## src/rtl/flee_ejector.sv

```systemverilog
// -----------------------------------------------------------------------------
// flee_ejector
//
// Ejection stage for one flee output port. Accepted flits are buffered in a
// 2-entry FIFO toward the local consumer. Wormhole framing (head/body/tail) is
// checked on the way in, and flit, packet and error counters are kept.
//
// Optional feature: define FLEE_WDOG_EN to build a watchdog. It raises a sticky
// stall flag when the port sits mid-packet without accepting a flit for
// WDOG_CYCLES cycles. When FLEE_WDOG_EN is not defined, stall_o is tied to 0.
//
// Parameters:
//   DW           flit width; bits [DW-1:DW-2] carry the flit type
//   CNT_W        width of every counter (counters wrap silently)
//   WDOG_CYCLES  stall threshold in cycles (>= 2), used with FLEE_WDOG_EN only
//
// Ports:
//   clk         rising-edge clock
//   rst         asynchronous active-high reset
//   data_i      flit from the network port
//   valid_i     flit valid from the network port
//   ready_o     space available (FIFO not full)
//   data_o      FIFO head flit to the local consumer
//   valid_o     FIFO head valid
//   ready_i     consumer accepts the head flit
//   flit_cnt_o  accepted flits
//   pkt_cnt_o   completed packets
//   err_cnt_o   framing violations
//   err_o       sticky framing-violation flag
//   stall_o     sticky watchdog flag
// -----------------------------------------------------------------------------
`ifndef DW
`define DW 16
`endif

module flee_ejector #(
    parameter int DW          = `DW,
    parameter int CNT_W       = 32,
    parameter int WDOG_CYCLES = 10000
) (
    input  logic             clk,
    input  logic             rst,
    input  logic [DW-1:0]    data_i,
    input  logic             valid_i,
    output logic             ready_o,
    output logic [DW-1:0]    data_o,
    output logic             valid_o,
    input  logic             ready_i,
    output logic [CNT_W-1:0] flit_cnt_o,
    output logic [CNT_W-1:0] pkt_cnt_o,
    output logic [CNT_W-1:0] err_cnt_o,
    output logic             err_o,
    output logic             stall_o
);

    localparam logic [1:0] T_BODY   = 2'b00;
    localparam logic [1:0] T_TAIL   = 2'b01;
    localparam logic [1:0] T_HEAD   = 2'b10;
    localparam logic [1:0] T_SINGLE = 2'b11;

    localparam logic [CNT_W-1:0] CNT_ONE = {{(CNT_W-1){1'b0}}, 1'b1};

    typedef enum logic {
        S_IDLE = 1'b0,
        S_BODY = 1'b1
    } state_t;

    state_t           state_r;
    logic [DW-1:0]    mem0_r;
    logic [DW-1:0]    mem1_r;
    logic             wr_ptr_r;
    logic             rd_ptr_r;
    logic [1:0]       count_r;
    logic [CNT_W-1:0] flit_cnt_r;
    logic [CNT_W-1:0] pkt_cnt_r;
    logic [CNT_W-1:0] err_cnt_r;
    logic             err_r;

    logic       push_s;
    logic       pop_s;
    logic [1:0] ftype_s;

    // Handshakes derive only from the registered occupancy, so there is no
    // combinational path from valid_i to ready_o.
    assign ready_o = (count_r != 2'd2);
    assign valid_o = (count_r != 2'd0);
    assign data_o  = rd_ptr_r ? mem1_r : mem0_r;
    assign push_s  = valid_i & ready_o;
    assign pop_s   = valid_o & ready_i;
    assign ftype_s = data_i[DW-1:DW-2];

    assign flit_cnt_o = flit_cnt_r;
    assign pkt_cnt_o  = pkt_cnt_r;
    assign err_cnt_o  = err_cnt_r;
    assign err_o      = err_r;

    // Two-entry FIFO storage, pointers and occupancy. There is no bypass: a
    // flit pushed into an empty FIFO becomes visible in the next cycle.
    always_ff @(posedge clk or posedge rst) begin
        if (rst) begin
            mem0_r   <= '0;
            mem1_r   <= '0;
            wr_ptr_r <= 1'b0;
            rd_ptr_r <= 1'b0;
            count_r  <= 2'd0;
        end else begin
            if (push_s) begin
                if (wr_ptr_r) begin
                    mem1_r <= data_i;
                end else begin
                    mem0_r <= data_i;
                end
                wr_ptr_r <= ~wr_ptr_r;
            end
            if (pop_s) begin
                rd_ptr_r <= ~rd_ptr_r;
            end
            case ({push_s, pop_s})
                2'b10:   count_r <= count_r + 2'd1;
                2'b01:   count_r <= count_r - 2'd1;
                default: count_r <= count_r;
            endcase
        end
    end

    // Framing FSM and the flit, packet and error counters. All of them advance
    // only on an accepted flit.
    always_ff @(posedge clk or posedge rst) begin
        if (rst) begin
            state_r    <= S_IDLE;
            flit_cnt_r <= '0;
            pkt_cnt_r  <= '0;
            err_cnt_r  <= '0;
            err_r      <= 1'b0;
        end else if (push_s) begin
            flit_cnt_r <= flit_cnt_r + CNT_ONE;
            case (state_r)
                S_IDLE: begin
                    case (ftype_s)
                        T_HEAD:   state_r <= S_BODY;
                        T_SINGLE: pkt_cnt_r <= pkt_cnt_r + CNT_ONE;
                        default: begin
                            // BODY or TAIL without an open packet
                            err_cnt_r <= err_cnt_r + CNT_ONE;
                            err_r     <= 1'b1;
                        end
                    endcase
                end
                S_BODY: begin
                    case (ftype_s)
                        T_BODY: state_r <= S_BODY;
                        T_TAIL: begin
                            state_r   <= S_IDLE;
                            pkt_cnt_r <= pkt_cnt_r + CNT_ONE;
                        end
                        T_HEAD: begin
                            // Truncated packet. The new head opens a fresh
                            // packet, so the FSM stays in BODY.
                            err_cnt_r <= err_cnt_r + CNT_ONE;
                            err_r     <= 1'b1;
                        end
                        default: begin
                            // SINGLE inside a packet closes it as a packet.
                            state_r   <= S_IDLE;
                            pkt_cnt_r <= pkt_cnt_r + CNT_ONE;
                            err_cnt_r <= err_cnt_r + CNT_ONE;
                            err_r     <= 1'b1;
                        end
                    endcase
                end
                default: state_r <= S_IDLE;
            endcase
        end else begin
            state_r <= state_r;
        end
    end

`ifdef FLEE_WDOG_EN
    localparam int                WDOG_W   = $clog2(WDOG_CYCLES + 1);
    localparam logic [WDOG_W-1:0] WDOG_LIM = WDOG_W'(WDOG_CYCLES);
    localparam logic [WDOG_W-1:0] WDOG_ONE = WDOG_W'(1);

    logic [WDOG_W-1:0] wdog_r;
    logic              stall_r;

    // Watchdog: counts cycles spent mid-packet without an accept and saturates
    // at the threshold. The flag is raised on the edge where the count reaches
    // the threshold, and it stays set until reset.
    always_ff @(posedge clk or posedge rst) begin
        if (rst) begin
            wdog_r  <= '0;
            stall_r <= 1'b0;
        end else if (push_s || (state_r == S_IDLE)) begin
            wdog_r <= '0;
        end else if (wdog_r != WDOG_LIM) begin
            wdog_r <= wdog_r + WDOG_ONE;
            if (wdog_r == (WDOG_LIM - WDOG_ONE)) begin
                stall_r <= 1'b1;
            end
        end else begin
            wdog_r <= wdog_r;
        end
    end

    assign stall_o = stall_r;
`else
    // Without the watchdog the threshold has no effect, and the flag stays 0.
    assign stall_o = 1'b0 & (WDOG_CYCLES >= 2);
`endif

endmodule

```

## config.mk

```make
export PLATFORM = sky130hd
export DESIGN_NAME = flee_ejector
export DESIGN_NICKNAME = d
export VERILOG_FILES = /design/src/rtl/flee_ejector.sv
export SDC_FILE = /design/constraint.sdc
export NUM_CORES = 1
export LEC_CHECK = 0
export ABC_AREA = 1
export BUFFER_PORTS_ARGS = -buffer_cell sky130_fd_sc_hd__buf_2
export CAP_MARGIN = 20
export CORE_MARGIN = 5
export CORE_UTILIZATION = 50
export DETAILED_ROUTE_END_ITERATION = 10
export GPL_ROUTABILITY_DRIVEN = 1
export PLACE_DENSITY = 0.76
export SYNTH_ARGS = -nofsm -noshare
export SYNTH_HDL_FRONTEND = slang
export SYNTH_SLANG_ARGS = --single-unit
```

## constraint.sdc

```tcl
create_clock -name clk -period 3.5 [get_ports clk]
set_input_delay 0.175 -clock clk [delete_from_list [all_inputs] [get_ports clk]]
set_output_delay 0.175 -clock clk [all_outputs]
set_load 0.02 [all_outputs]
```

---- Word level (Yosys, flattened, before mapping) ----
Cells that the tools add are included.
storage, ports and cells
  register bits ........................... 134
  input port bits ......................... 20
  output and inout bits ................... 116
  word-level logic and storage cells ...... 54
operators by class
  add/sub/neg operators ................... 5
  equality and inequality tests ........... 10
  muxes and demuxes ....................... 14
  bitwise logic cells ..................... 5
  reduce and logical (&&, ||, !) cells .... 10
operator list
  kind                                              count
  2-to-1 mux 32 bit                                 4
  case mux 32 bit (2 select lines)                  2
  adder 32 x 1 -> 32 bit, second input constant     3
  2-to-1 mux 16 bit                                 1
  != test 2 bit, second input constant              4
  == test 2 bit, second input constant              3
  AND reduction 3 bit                               2
  OR reduction 2 bit                                3
  == test 2 x 1 -> 1 bit, second input constant     2
  2-to-1 mux 1 bit                                  4
  case mux 1 bit (2 select lines)                   2
  case mux 2 bit (2 select lines)                   1
  AND reduction 2 bit                               2
  nonzero test 2 bit                                2
  NOT 1 bit                                         3
  adder 2 x 1 -> 2 bit, second input constant       1
  AND 1 bit                                         2
  logical NOT 2 bit                                 1
  != test 2 x 1 -> 1 bit, second input constant     1
  subtractor 2 x 1 -> 2 bit, second input constant  1

---- Depth between registers and ports, before layout ----
  depth in word-level cells ............... 4
  depth in mapped cells ................... 9
  gate-level depth less buffers ........... 9

---- Least setup slack after synthesis ----
No wires, ideal clock.
  kind .................................... reg2reg
  start point ............................. register count_r[0]
  end point ............................... register count_r[1]
  library setup time ...................... 131 ps
  arrival ................................. 1512 ps
  required time ........................... 3369 ps
  path slack .............................. 1857 ps
  stages on the path, launching flop included .. 9
  buffers on the path ..................... 1
  period minus slack after synthesis ...... 1643 ps
  path through ............................ dfrtp_1 -> inv_2 -> nand2_4 -> nand2_4 -> buf_2 -> ha_1 -> a21oi_1 -> o21ai_0 -> xor2_1
on the way
  longest elaborated chain between the ends .. 4
  elaborated cells on any way between the ends .. 10
  those cells by class .................... add/sub: 2; eq/ne: 3; mux: 1; bitwise: 2; reduce/logical: 2
ends and longest elaborated chain
  what                                                                          RTL line  RTL
  start: declaration                                                            73        logic [1:0] count_r;
  start signal: assignment                                                      119       2'b10: count_r <= count_r + 2'd1;
  start signal: assignment                                                      120       2'b01: count_r <= count_r - 2'd1;
  start signal: assignment                                                      121       default: count_r <= count_r;
  != test 2 bit *                                                               85        assign ready_o = (count_r != 2'd2);
  net ready_o                                                                   45        output logic ready_o,
  AND 1 bit *                                                                   88        assign push_s = valid_i & ready_o;
  == test 2 x 1 -> 1 bit / == test 2 bit (equally long branches)                118       case ({push_s, pop_s})
  case mux 2 bit (2 select lines) / nonzero test 2 bit (equally long branches)  -
The timed path passes the listed nets; every way through them passes the cells marked *.
A chain may end at the register's enable or synchronous reset.

---- Final worst setup path ----
  start point ............................. register rd_ptr_r
  end point ............................... output data_o[13]
on the way
  longest elaborated chain between the ends .. 1
ends and longest elaborated chain
  what                      RTL line  RTL
  start: declaration        72        logic rd_ptr_r;
  start signal: assignment  116       rd_ptr_r <= ~rd_ptr_r;
  2-to-1 mux 16 bit         87        assign data_o = rd_ptr_r ? mem1_r : mem0_r;
  end: declaration          46        output logic [DW-1:0] data_o,
Every way passes these cells.

==> impl_metrics.toml <==
[routing]
wire_per_inst_um = 13.2
wirelength_mm = 17.1
ant_nets = 0
drt_iter0_markers = 376
drc = 0
vias = 6517
drtPass1Iterations = 4
vias_per_cell = 5.03

[floorplan]
dieWidth_um = 130
die_h_um = 130
initial_core_util_pct = 50.3
std_cell_rows = 44
core_sq_um = 14400
io_pins = 136
die_area_sq_um = 17000

[synthesis]
syn_nets = 983
async_flop_share_pct = 100
synth_ff_type = "dfrtp_1"
synth_cells = 959
syn_area_per_cell_sq_um = 7.54
synth_edf_count = 0
yosys.cell_types.count = 34
ys_ff_latch = 134
seq_area_frac_synth_pct = 46.4
yosys_warnings = 0
mappedNetlistArea_sq_um = 7230

[sta]
min_period_over_period_pct = 67.1
skew_ns = 0.00703
rsz0062_at_grt = "no"
maxSlewHeadroom_pct = 42.4
worstMarginPinSlew_ns = 0.862
drv_slew = 0
setup_ws_ns = 1.15
fmax_mhz = 426
setup_viol = 0
fin_crit_ns = 2.35
final-hold-violation-count = 36
timing.hold.ws_ns = -0.113
tns_ns = 0

[worst_setup_path]
cp.arrival_ns = 2.17
path_class = "register to output port"
cp.required_ns = 3.32
cp_cell_sequence = "clkinv_1, nand2_1, nand2_1, buf_2"
crit_path_end_kind = "output port"
slowest_stage = "dfrtp_1"
cp_max_fo = 17
start_kind = "register"
crit_path_frequent_cell = "nand2_1"
slowest_delay_ns = 0.72

[pwr]
power_leakage_nw = 4.45
swShare_pct = 34.7
sequentialPowerShare_pct = 38.4
powerDensity_nw_per_um2 = 635
p_clk_share_pct = 35.3
ir_drop_mv = 0.366
p_sw_mw = 1.92
p_int_mw = 3.61
combPwrFrac_pct = 26.3

[final_layout]
antenna_cells = 0
fillerInstances = 1320
mostFrequentLayoutCells = "nand2_1 (373), dfrtp_1 (134), buf_2 (134), nor2_1 (120), inv_1 (103)"
final_util_pct = 60.6
area_growth_pct = 20.4
finalNetCount = 1124
layout_commonest_cell = "nand2_1"
layout-drive-gt1-share_pct = 18.3

[global_routing]
grt_max_degree = 135
grt_pass1_vias = 6092
grt_overflow = 0
grt_usage_pct = 21.2
grt_first_pass_wirelength_mm = 28.8
antenna_found_initial = 0

[clocking]
cts.path.max_buffers = 2
numCtsBuffers = 17
clock-sinks = 134
path_clk_slew_ns = 0.06
clk-insertion-delay-late_ns = 0.42
cts_root_buf = "clkbuf_16"
cts_tree = "yes"
htree_levels = 4

[placed_design]
place_ws_ns = 1.34
hpwlAfterDp_mm = 12.6
io_buffer_count = 134
gp_congestion = 0.876

[status]
violations = "negative hold slack"
outcome = "finished with violations"

[run]
drv_cap = 0

[worst_hold_path]
hold_path.class = "primary input to async pin"
## cell usage after synthesis, types with 5 or more instances
master / n / area (sq um)
dfrtp_1: 134 / 3350
xor2_1: 27 / 236
nand2_1: 373 / 1400
nor2_4: 10 / 113
o21ai_2: 11 / 96.3
xnor2_1: 21 / 184
nor3_1: 6 / 30.0
buf_6: 5 / 56.3
nor2_1: 120 / 450
nand4_1: 25 / 156
o21ai_0: 22 / 110
nand3_1: 42 / 210
inv_1: 104 / 390
o21ai_1: 5 / 25.0
clkbuf_1: 6 / 22.5
nand3b_1: 19 / 143
## timing repair
| action | in CTS | in global routing |
|---|---|---|
| hold endpoints to repair | 1 | 0 |
| gates resized for setup | 0 | 0 |
| setup buffers | 0 | 0 |
| hold buffers | 1 | 0 |
## area by class of cell
cell class	count	area [sq um]	area share, %
Multi-Input combinational cell	702	3360	38.6
Sequential cell	134	3350	38.5
Timing Repair Buffer	138	716	8.21
Clock buffer	18	439	5.04
Inverter	107	405	4.65
Tap cell	184	230	2.64
Clock inverter	13	204	2.34
## power groups by stage
stage / Clock [mW] / Combinational, mW / Sequential, mW
floorplan: 0 / 1.01 / 2.18
global placement: 0 / 1.44 / 2.15
detailed placement: 0 / 1.48 / 2.15
CTS: 1.98 / 1.48 / 2.13
global route: 2.06 / 1.63 / 2.17
finish: 1.95 / 1.45 / 2.13
## worst max-delay path: cells and delay by family (launching register included)
family	cells	cell delay [ns]
AND/OR/NAND/NOR	2	0.27
flip-flops	1	0.72
buffers and inverters	2	0.77
## path summary, 6_finish.rpt
check	start	endpoint	slack, ns	cells past startpoint
min in group clk	data_i[11]	mem0_r[11]	0.01	3
worst min-delay path	rst	pkt_cnt_o[28]	-0.11	3
worst min register to register	err_o	err_o	0.47	1
worst max register to register	count_r[0]	mem1_r[10]	1.35	4
max in group asynchronous	rst	mem0_r[6]	2.96	3
worst max-delay path	rd_ptr_r	data_o[13]	1.15	4
## sequential cells by signal, summed over array words and instances, names as in the netlist
name        flops
count_r         2
err_cnt_o      32
err_o           1
flit_cnt_o     32
mem0_r         16
mem1_r         16
pkt_cnt_o      32
rd_ptr_r        1
state_r         1
wr_ptr_r        1
## logic make-up (layout without fill, tap and decap cells)
family | count (synthesis) | in the layout | share of synthesized area (%)
xor gates and xnor gates | 48 | 48 | 5.81
and+or+nand+nor | 607 | 607 | 36.2
AOI/OAI and AO/OA | 42 | 42 | 3.74
buffers and inverters | 123 | 276 | 7.14
DFF | 134 | 134 | 46.4
other | 1 | 1 | 0.0518
adders and majority gates | 4 | 4 | 0.692
## metrics by stage
| step | hold WS [ns] | instances | area, sq um | power, mW |
|---|---|---|---|---|
| floorplan | 0.275 | 959 | 7240 | 3.19 |
| global placement | 0.379 | 1264 | 8060 | 3.58 |
| detailed placement | 0.383 | 1264 | 8060 | 3.63 |
| CTS | 0.00301 | 1296 | 8710 | 5.59 |
| global route | 0.00947 | 1296 | 8710 | 5.86 |
| finish | -0.113 | 1296 | 8710 | 5.53 |
## per-layer routing
layer / track usage [%] / up-vias / share of wire, %
li1: - / 3254 / -
met1: 28.1 / 3046 / 43
met2: 34.8 / 191 / 49
met3: 5.12 / 26 / 6.6
met4: 6.42 / 0 / 1.7
met5: 0 / - / 0
(Power assumes the default switching activity.)
